$ cat config.mk
export PLATFORM = sky130hd
export DESIGN_NAME = nearest_center_sched_flat
export DESIGN_NICKNAME = d
export VERILOG_FILES = /design/src/rtl/kmeans_pkg.sv /design/src/rtl/nearest_center_sched_if.sv /design/src/rtl/frac_less.sv /design/src/rtl/nearest_center_sched.sv /design/src/flat_wrapper.sv
export SDC_FILE = /design/constraint.sdc
export NUM_CORES = 2
export LEC_CHECK = 0
export CORE_MARGIN = 2
export CORE_UTILIZATION = 25
export DETAILED_ROUTE_END_ITERATION = 7
export PLACE_DENSITY = 0.46
export SLEW_MARGIN = 5
export SYNTH_ARGS = -nofsm -noshare
export SYNTH_HDL_FRONTEND = slang
export SYNTH_SLANG_ARGS = --single-unit
$ cat constraint.sdc
create_clock -name clk -period 23.3 [get_ports clk]
set_input_delay 5.825 -clock clk [delete_from_list [all_inputs] [get_ports clk]]
set_output_delay 5.825 -clock clk [all_outputs]
set_load 0.1 [all_outputs]
$ cat src/rtl/kmeans_pkg.sv
// Shared sizing, FSM encoding and center-record layout for the k-means
// nearest-center scheduler.
package kmeans_pkg;
    localparam int K            = 8;
    localparam int KW           = $clog2(K);
    localparam int DIM_SIZE     = 8;
    localparam int COUNTER_SIZE = 7;
    localparam int ACC_SIZE     = 10;
    localparam int DIST_W       = 40;

    // Center record is {accX, accY, accZ, n} with n in the LSBs.
    localparam int RD_W     = 3*ACC_SIZE + COUNTER_SIZE;
    localparam int N_LSB    = 0;
    localparam int ACCZ_LSB = COUNTER_SIZE;
    localparam int ACCY_LSB = COUNTER_SIZE + ACC_SIZE;
    localparam int ACCX_LSB = COUNTER_SIZE + 2*ACC_SIZE;

    typedef enum logic [2:0] {
        IDLE = 3'd0,
        RD   = 3'd1,
        LAT  = 3'd2,
        CMP  = 3'd3,
        DONE = 3'd4
    } state_t;

    function automatic logic [KW:0] clamp_count(input logic [KW:0] n);
        return (n > (KW+1)'(K)) ? (KW+1)'(K) : n;
    endfunction
endpackage

$ cat src/rtl/nearest_center_sched_if.sv
// Bundle of the scan request/result, center-store read and distance-unit
// signals around the nearest-center scheduler.
interface nearest_center_sched_if;
    import kmeans_pkg::*;

    logic                    start;
    logic [DIM_SIZE-1:0]     point_x, point_y, point_z;
    logic [KW:0]             num_centers;
    logic                    c_rd_en;
    logic [KW-1:0]           c_rd_addr;
    logic [RD_W-1:0]         c_rd_data;
    logic [DIM_SIZE-1:0]     d_point_x, d_point_y, d_point_z;
    logic [ACC_SIZE-1:0]     d_accX, d_accY, d_accZ;
    logic [COUNTER_SIZE-1:0] d_counter;
    logic [DIST_W-1:0]       d_dist;
    logic                    busy;
    logic                    done;
    logic                    best_valid;
    logic [KW-1:0]           best_idx;
    logic [DIST_W-1:0]       best_dist;
    logic [COUNTER_SIZE-1:0] best_n;

    modport master (
        input  start, point_x, point_y, point_z, num_centers, c_rd_data, d_dist,
        output c_rd_en, c_rd_addr, d_point_x, d_point_y, d_point_z,
               d_accX, d_accY, d_accZ, d_counter,
               busy, done, best_valid, best_idx, best_dist, best_n
    );

    modport slave (
        output start, point_x, point_y, point_z, num_centers, c_rd_data, d_dist,
        input  c_rd_en, c_rd_addr, d_point_x, d_point_y, d_point_z,
               d_accX, d_accY, d_accZ, d_counter,
               busy, done, best_valid, best_idx, best_dist, best_n
    );
endinterface

$ cat src/rtl/frac_less.sv
// Compares d_a/n_a^2 < d_b/n_b^2 without division by cross-multiplying.
module frac_less
    import kmeans_pkg::*;
(
    input  logic [DIST_W-1:0]       d_a,
    input  logic [COUNTER_SIZE-1:0] n_a,
    input  logic [DIST_W-1:0]       d_b,
    input  logic [COUNTER_SIZE-1:0] n_b,
    output logic                    lt
);
    localparam int PW = DIST_W + 2*COUNTER_SIZE;

    logic [PW-1:0] lhs;
    logic [PW-1:0] rhs;

    assign lhs = PW'(d_a) * PW'(n_b) * PW'(n_b);
    assign rhs = PW'(d_b) * PW'(n_a) * PW'(n_a);
    assign lt  = lhs < rhs;
endmodule

$ cat src/rtl/nearest_center_sched.sv
// Scans up to K centers for one point, feeding the distance unit and keeping
// the nearest non-empty center by scaled-distance comparison.
module nearest_center_sched
    import kmeans_pkg::*;
(
    input  logic                          clk,
    input  logic                          rst,
    nearest_center_sched_if.master        bus
);
    state_t                  state_reg;
    logic [KW:0]             count_reg;
    logic [KW:0]             idx_reg;
    logic [KW:0]             idx_next;
    logic [DIM_SIZE-1:0]     px_reg, py_reg, pz_reg;
    logic                    c_rd_en_reg;
    logic [KW-1:0]           c_rd_addr_reg;
    logic [DIM_SIZE-1:0]     d_px_reg, d_py_reg, d_pz_reg;
    logic [ACC_SIZE-1:0]     d_ax_reg, d_ay_reg, d_az_reg;
    logic [COUNTER_SIZE-1:0] d_n_reg;
    logic                    busy_reg, done_reg;
    logic                    best_valid_reg;
    logic [KW-1:0]           best_idx_reg;
    logic [DIST_W-1:0]       best_dist_reg;
    logic [COUNTER_SIZE-1:0] best_n_reg;
    logic [KW:0]             start_count;
    logic                    cand_lt;

    assign idx_next    = idx_reg + 1'b1;
    assign start_count = clamp_count(bus.num_centers);

    frac_less u_frac_less (
        .d_a (bus.d_dist),
        .n_a (d_n_reg),
        .d_b (best_dist_reg),
        .n_b (best_n_reg),
        .lt  (cand_lt)
    );

    always_ff @(posedge clk) begin
        if (rst) begin
            state_reg      <= IDLE;
            count_reg      <= '0;
            idx_reg        <= '0;
            px_reg         <= '0;
            py_reg         <= '0;
            pz_reg         <= '0;
            c_rd_en_reg    <= 1'b0;
            c_rd_addr_reg  <= '0;
            d_px_reg       <= '0;
            d_py_reg       <= '0;
            d_pz_reg       <= '0;
            d_ax_reg       <= '0;
            d_ay_reg       <= '0;
            d_az_reg       <= '0;
            d_n_reg        <= '0;
            busy_reg       <= 1'b0;
            done_reg       <= 1'b0;
            best_valid_reg <= 1'b0;
            best_idx_reg   <= '0;
            best_dist_reg  <= '1;
            best_n_reg     <= '0;
        end else begin
            c_rd_en_reg <= 1'b0;
            done_reg    <= 1'b0;
            case (state_reg)
                IDLE: begin
                    if (bus.start) begin
                        px_reg         <= bus.point_x;
                        py_reg         <= bus.point_y;
                        pz_reg         <= bus.point_z;
                        count_reg      <= start_count;
                        idx_reg        <= '0;
                        best_valid_reg <= 1'b0;
                        best_idx_reg   <= '0;
                        best_dist_reg  <= '1;
                        best_n_reg     <= '0;
                        busy_reg       <= 1'b1;
                        if (start_count == '0) begin
                            state_reg <= DONE;
                            done_reg  <= 1'b1;
                        end else begin
                            state_reg     <= RD;
                            c_rd_en_reg   <= 1'b1;
                            c_rd_addr_reg <= '0;
                        end
                    end
                end
                RD: state_reg <= LAT;
                LAT: begin
                    d_px_reg  <= px_reg;
                    d_py_reg  <= py_reg;
                    d_pz_reg  <= pz_reg;
                    d_ax_reg  <= bus.c_rd_data[ACCX_LSB +: ACC_SIZE];
                    d_ay_reg  <= bus.c_rd_data[ACCY_LSB +: ACC_SIZE];
                    d_az_reg  <= bus.c_rd_data[ACCZ_LSB +: ACC_SIZE];
                    d_n_reg   <= bus.c_rd_data[N_LSB +: COUNTER_SIZE];
                    state_reg <= CMP;
                end
                CMP: begin
                    // Empty centers never win; the first non-empty one always does.
                    if (d_n_reg != '0 && (!best_valid_reg || cand_lt)) begin
                        best_valid_reg <= 1'b1;
                        best_idx_reg   <= idx_reg[KW-1:0];
                        best_dist_reg  <= bus.d_dist;
                        best_n_reg     <= d_n_reg;
                    end
                    idx_reg <= idx_next;
                    if (idx_next < count_reg) begin
                        state_reg     <= RD;
                        c_rd_en_reg   <= 1'b1;
                        c_rd_addr_reg <= idx_next[KW-1:0];
                    end else begin
                        state_reg <= DONE;
                        done_reg  <= 1'b1;
                    end
                end
                DONE: begin
                    state_reg <= IDLE;
                    busy_reg  <= 1'b0;
                end
                default: begin
                    state_reg <= IDLE;
                    busy_reg  <= 1'b0;
                end
            endcase
        end
    end

    assign bus.c_rd_en    = c_rd_en_reg;
    assign bus.c_rd_addr  = c_rd_addr_reg;
    assign bus.d_point_x  = d_px_reg;
    assign bus.d_point_y  = d_py_reg;
    assign bus.d_point_z  = d_pz_reg;
    assign bus.d_accX     = d_ax_reg;
    assign bus.d_accY     = d_ay_reg;
    assign bus.d_accZ     = d_az_reg;
    assign bus.d_counter  = d_n_reg;
    assign bus.busy       = busy_reg;
    assign bus.done       = done_reg;
    assign bus.best_valid = best_valid_reg;
    assign bus.best_idx   = best_idx_reg;
    assign bus.best_dist  = best_dist_reg;
    assign bus.best_n     = best_n_reg;
endmodule

$ cat src/flat_wrapper.sv
// flat-port wrapper written by rule: the top's interface ports become plain ports
module nearest_center_sched_flat import kmeans_pkg::*;
  (clk, rst, bus_start, bus_point_x, bus_point_y, bus_point_z, bus_num_centers, bus_c_rd_data, bus_d_dist, bus_c_rd_en, bus_c_rd_addr, bus_d_point_x, bus_d_point_y, bus_d_point_z, bus_d_accX, bus_d_accY, bus_d_accZ, bus_d_counter, bus_busy, bus_done, bus_best_valid, bus_best_idx, bus_best_dist, bus_best_n);
  nearest_center_sched_if bus_i ();
  input  logic clk;
  input  logic rst;
  input wire logic [$bits(bus_i.start)-1:0] bus_start;
  input wire logic [$bits(bus_i.point_x)-1:0] bus_point_x;
  input wire logic [$bits(bus_i.point_y)-1:0] bus_point_y;
  input wire logic [$bits(bus_i.point_z)-1:0] bus_point_z;
  input wire logic [$bits(bus_i.num_centers)-1:0] bus_num_centers;
  input wire logic [$bits(bus_i.c_rd_data)-1:0] bus_c_rd_data;
  input wire logic [$bits(bus_i.d_dist)-1:0] bus_d_dist;
  output wire logic [$bits(bus_i.c_rd_en)-1:0] bus_c_rd_en;
  output wire logic [$bits(bus_i.c_rd_addr)-1:0] bus_c_rd_addr;
  output wire logic [$bits(bus_i.d_point_x)-1:0] bus_d_point_x;
  output wire logic [$bits(bus_i.d_point_y)-1:0] bus_d_point_y;
  output wire logic [$bits(bus_i.d_point_z)-1:0] bus_d_point_z;
  output wire logic [$bits(bus_i.d_accX)-1:0] bus_d_accX;
  output wire logic [$bits(bus_i.d_accY)-1:0] bus_d_accY;
  output wire logic [$bits(bus_i.d_accZ)-1:0] bus_d_accZ;
  output wire logic [$bits(bus_i.d_counter)-1:0] bus_d_counter;
  output wire logic [$bits(bus_i.busy)-1:0] bus_busy;
  output wire logic [$bits(bus_i.done)-1:0] bus_done;
  output wire logic [$bits(bus_i.best_valid)-1:0] bus_best_valid;
  output wire logic [$bits(bus_i.best_idx)-1:0] bus_best_idx;
  output wire logic [$bits(bus_i.best_dist)-1:0] bus_best_dist;
  output wire logic [$bits(bus_i.best_n)-1:0] bus_best_n;
  assign bus_i.start = bus_start;
  assign bus_i.point_x = bus_point_x;
  assign bus_i.point_y = bus_point_y;
  assign bus_i.point_z = bus_point_z;
  assign bus_i.num_centers = bus_num_centers;
  assign bus_i.c_rd_data = bus_c_rd_data;
  assign bus_i.d_dist = bus_d_dist;
  assign bus_c_rd_en = bus_i.c_rd_en;
  assign bus_c_rd_addr = bus_i.c_rd_addr;
  assign bus_d_point_x = bus_i.d_point_x;
  assign bus_d_point_y = bus_i.d_point_y;
  assign bus_d_point_z = bus_i.d_point_z;
  assign bus_d_accX = bus_i.d_accX;
  assign bus_d_accY = bus_i.d_accY;
  assign bus_d_accZ = bus_i.d_accZ;
  assign bus_d_counter = bus_i.d_counter;
  assign bus_busy = bus_i.busy;
  assign bus_done = bus_i.done;
  assign bus_best_valid = bus_i.best_valid;
  assign bus_best_idx = bus_i.best_idx;
  assign bus_best_dist = bus_i.best_dist;
  assign bus_best_n = bus_i.best_n;
  nearest_center_sched u_core (.clk(clk), .rst(rst), .bus(bus_i));
endmodule
==> impl_metrics.ini <==
[run_status]
status = finished clean

[synthesis]
netlist_instances = 5534
synthDistinctLibCells = 71
syn-num-nets = 6798
ys_seq_area_share_pct = 6.67
ys.flop_type = dfxtp_1
avgSynthCellArea_um2 = 8.29
async_flop_share_pct = 0
synth_edf_count = 0
ys_ff_latch = 153
yosysWarnings = 0
synth.cell_area_mm2 = 0.0459

[clock_tree]
cts_setup_buffers = 0
path_clk_slew_ps = 70
hold_buffers = 0
cts_tree = yes
cts_root_buf = clkbuf_16
clock_latency_ps = 470
cts.sinks = 153
ctsResizeCount = 0
htree_levels = 4
clk_path_buf_depth = 2
cts-buffers-inserted = 17

[routing]
post_drt_wl_per_cell_um = 18.0
drt_iter0_markers = 1960
vias = 37200
ant_nets = 0
dr.pass1.iters = 5
routed_wl_um = 143000
post-route-drc-count = 0
vias_per_cell = 4.68

[critical_path]
worstSetupPathType = input port to flip-flop
critical_path.most_common_cell = fa_1
worstPathRequired_ps = 23640
cpPeakStageDelay_ps = 820
crit_family = adder cells
critPathLaunchType = input port
r2r_slack_ps = 8530
crit_fanout = 51
cp_num_buf_inv = 7
worstPathArrival_ps = 19930
crit_slowest_cell = clkdlybuf4s50_1
end_kind = flip-flop

[layout]
final_core_util_pct = 27.9
largest_register_ffs = 40
fillers = 19900
final_cells = 7936
final_nets = 6798
area_growth_pct = 11.1
drive_gt1_share_pct = 2.13
final_common_cell = fa_1
final_cell_mix = fa_1 (826), inv_1 (795), nand2_1 (729), and2_1 (727), ha_1 (330)

[global_routing]
antenna_found_initial = 9
grt_pass1_vias = 39400
overflow = 0
grt_max_degree = 85
grt_usage_pct = 15.5
grt_pass1_wl_um = 229000

[floorplan]
core_mm2 = 0.183
die-area_mm2 = 0.187
start_util_pct = 25.1
pin_count = 226
die_h_um = 432
rows = 157
die_w_um = 432

[power]
ir_drop_mv = 0.0618
p_leak_nw = 24.7
power.density_mw_per_mm2 = 32.5

[sta]
fmax_mhz = 51.0
fin_crit_ps = 19590
worstMarginPinSlew_ps = 1100
rsz0062_at_grt = false
drv_slew = 0
max-slew-margin-rel_pct = 26.2
hold_viol_final = 0
period_share_pct = 84.1
finalSetupViolations = 0
finalClockSkew_ps = 23.4
setup-tns-final_ps = 0

[place]
io_buffers = 225
gp_congestion = 0.853
dp_hpwl_um = 115000
dp.cells = 7900

[run]
maxCapViolCount = 0

[worst_hold_path]
hp-class = flip-flop to flip-flop
## per-stage QoR
stage | power (mW) | cell area (um^2) | setup slack [ps] | hold slack [ps]
5_1_grt | 1.83 | 51000 | 2880 | 469
6_report | 1.66 | 51000 | 3710 | 450
3_5_place_dp | 1.40 | 50400 | 3290 | 442
3_3_place_gp | 1.40 | 50400 | 3480 | 436
2_1_floorplan | 1.05 | 45900 | 6070 | 429
4_1_cts | 1.70 | 51000 | 3720 | 449
## worst min-delay path: stages (launching register included)
cell and delay (ps):
dfxtp_1 310, nand2_1 50, a21oi_1 50
## final cells by class
cell class	instances	area (um^2)	area share, %
Timing Repair Buffer	263	2540	4.98
Sequential cell	153	3090	6.05
Clock buffer	18	450	0.883
Clock inverter	14	129	0.253
Multi-Input combinational cell	4298	38800	76.1
Inverter	801	3010	5.90
Antenna cell	4	10.0	0.0196
Tap cell	2385	2980	5.85
## metal layers
layer,up-vias,share of wire (%),GRT usage [%],routed length (um)
met3,91,2.8,1.31,4050
met4,2,1.8,2.85,2580
met5,-,0.0063,0,9
met2,590,52,28.5,73600
met1,19000,44,19.7,62400
li1,17500,-,-,-
## worst paths after layout
check / start / endpoint / depth (start not counted)
min reg2reg: u_core.px_reg[7] / u_core.bus.d_point_x[7] / 2
max: bus_d_dist[30] / u_core.bus.best_valid / 45
min: u_core.px_reg[7] / u_core.bus.d_point_x[7] / 2
max reg2reg: u_core.bus.best_n[4] / u_core.bus.best_valid / 44
## Yosys cell counts (all sizes together), types with 50 or more instances
cell	n	area share, %
a21oi	319	3.5
xor2	64	1.2
nor3	86	0.94
nand3	74	0.81
fa	826	36
o21ai	130	1.4
and2	728	9.9
dfxtp	153	6.7
nand2b	65	0.89
clkbuf	253	2.1
nand2	729	6.0
xnor2	106	2.0
nor2	167	1.4
nor2b	50	0.68
mux2i	72	1.6
inv	795	6.5
ha	330	9.0
a21o	146	2.4
## kinds of logic (layout without fill, tap and decap cells)
family	after synthesis	in the layout	synth area share, %
buffers and inverters	1083	1096	8.86
other	0	4	0
muxes	83	83	1.84
AOI/OAI and AO/OA	797	797	10.8
xor gates and xnor gates	170	170	3.24
and+or+nand+nor	2092	2092	23.5
DFF	153	153	6.67
adders and majority gates	1156	1156	45.0
## report_power, final
part           switching [mW]  internal, mW  leakage (nW)  total [mW]
Clock                   0.137         0.147         0.291       0.284
Sequential             0.0202         0.274          1.25       0.295
Combinational           0.715         0.364          23.2        1.08
Total                   0.872         0.786          24.7        1.66
Note: power is estimated with default switching activity, not from simulation.
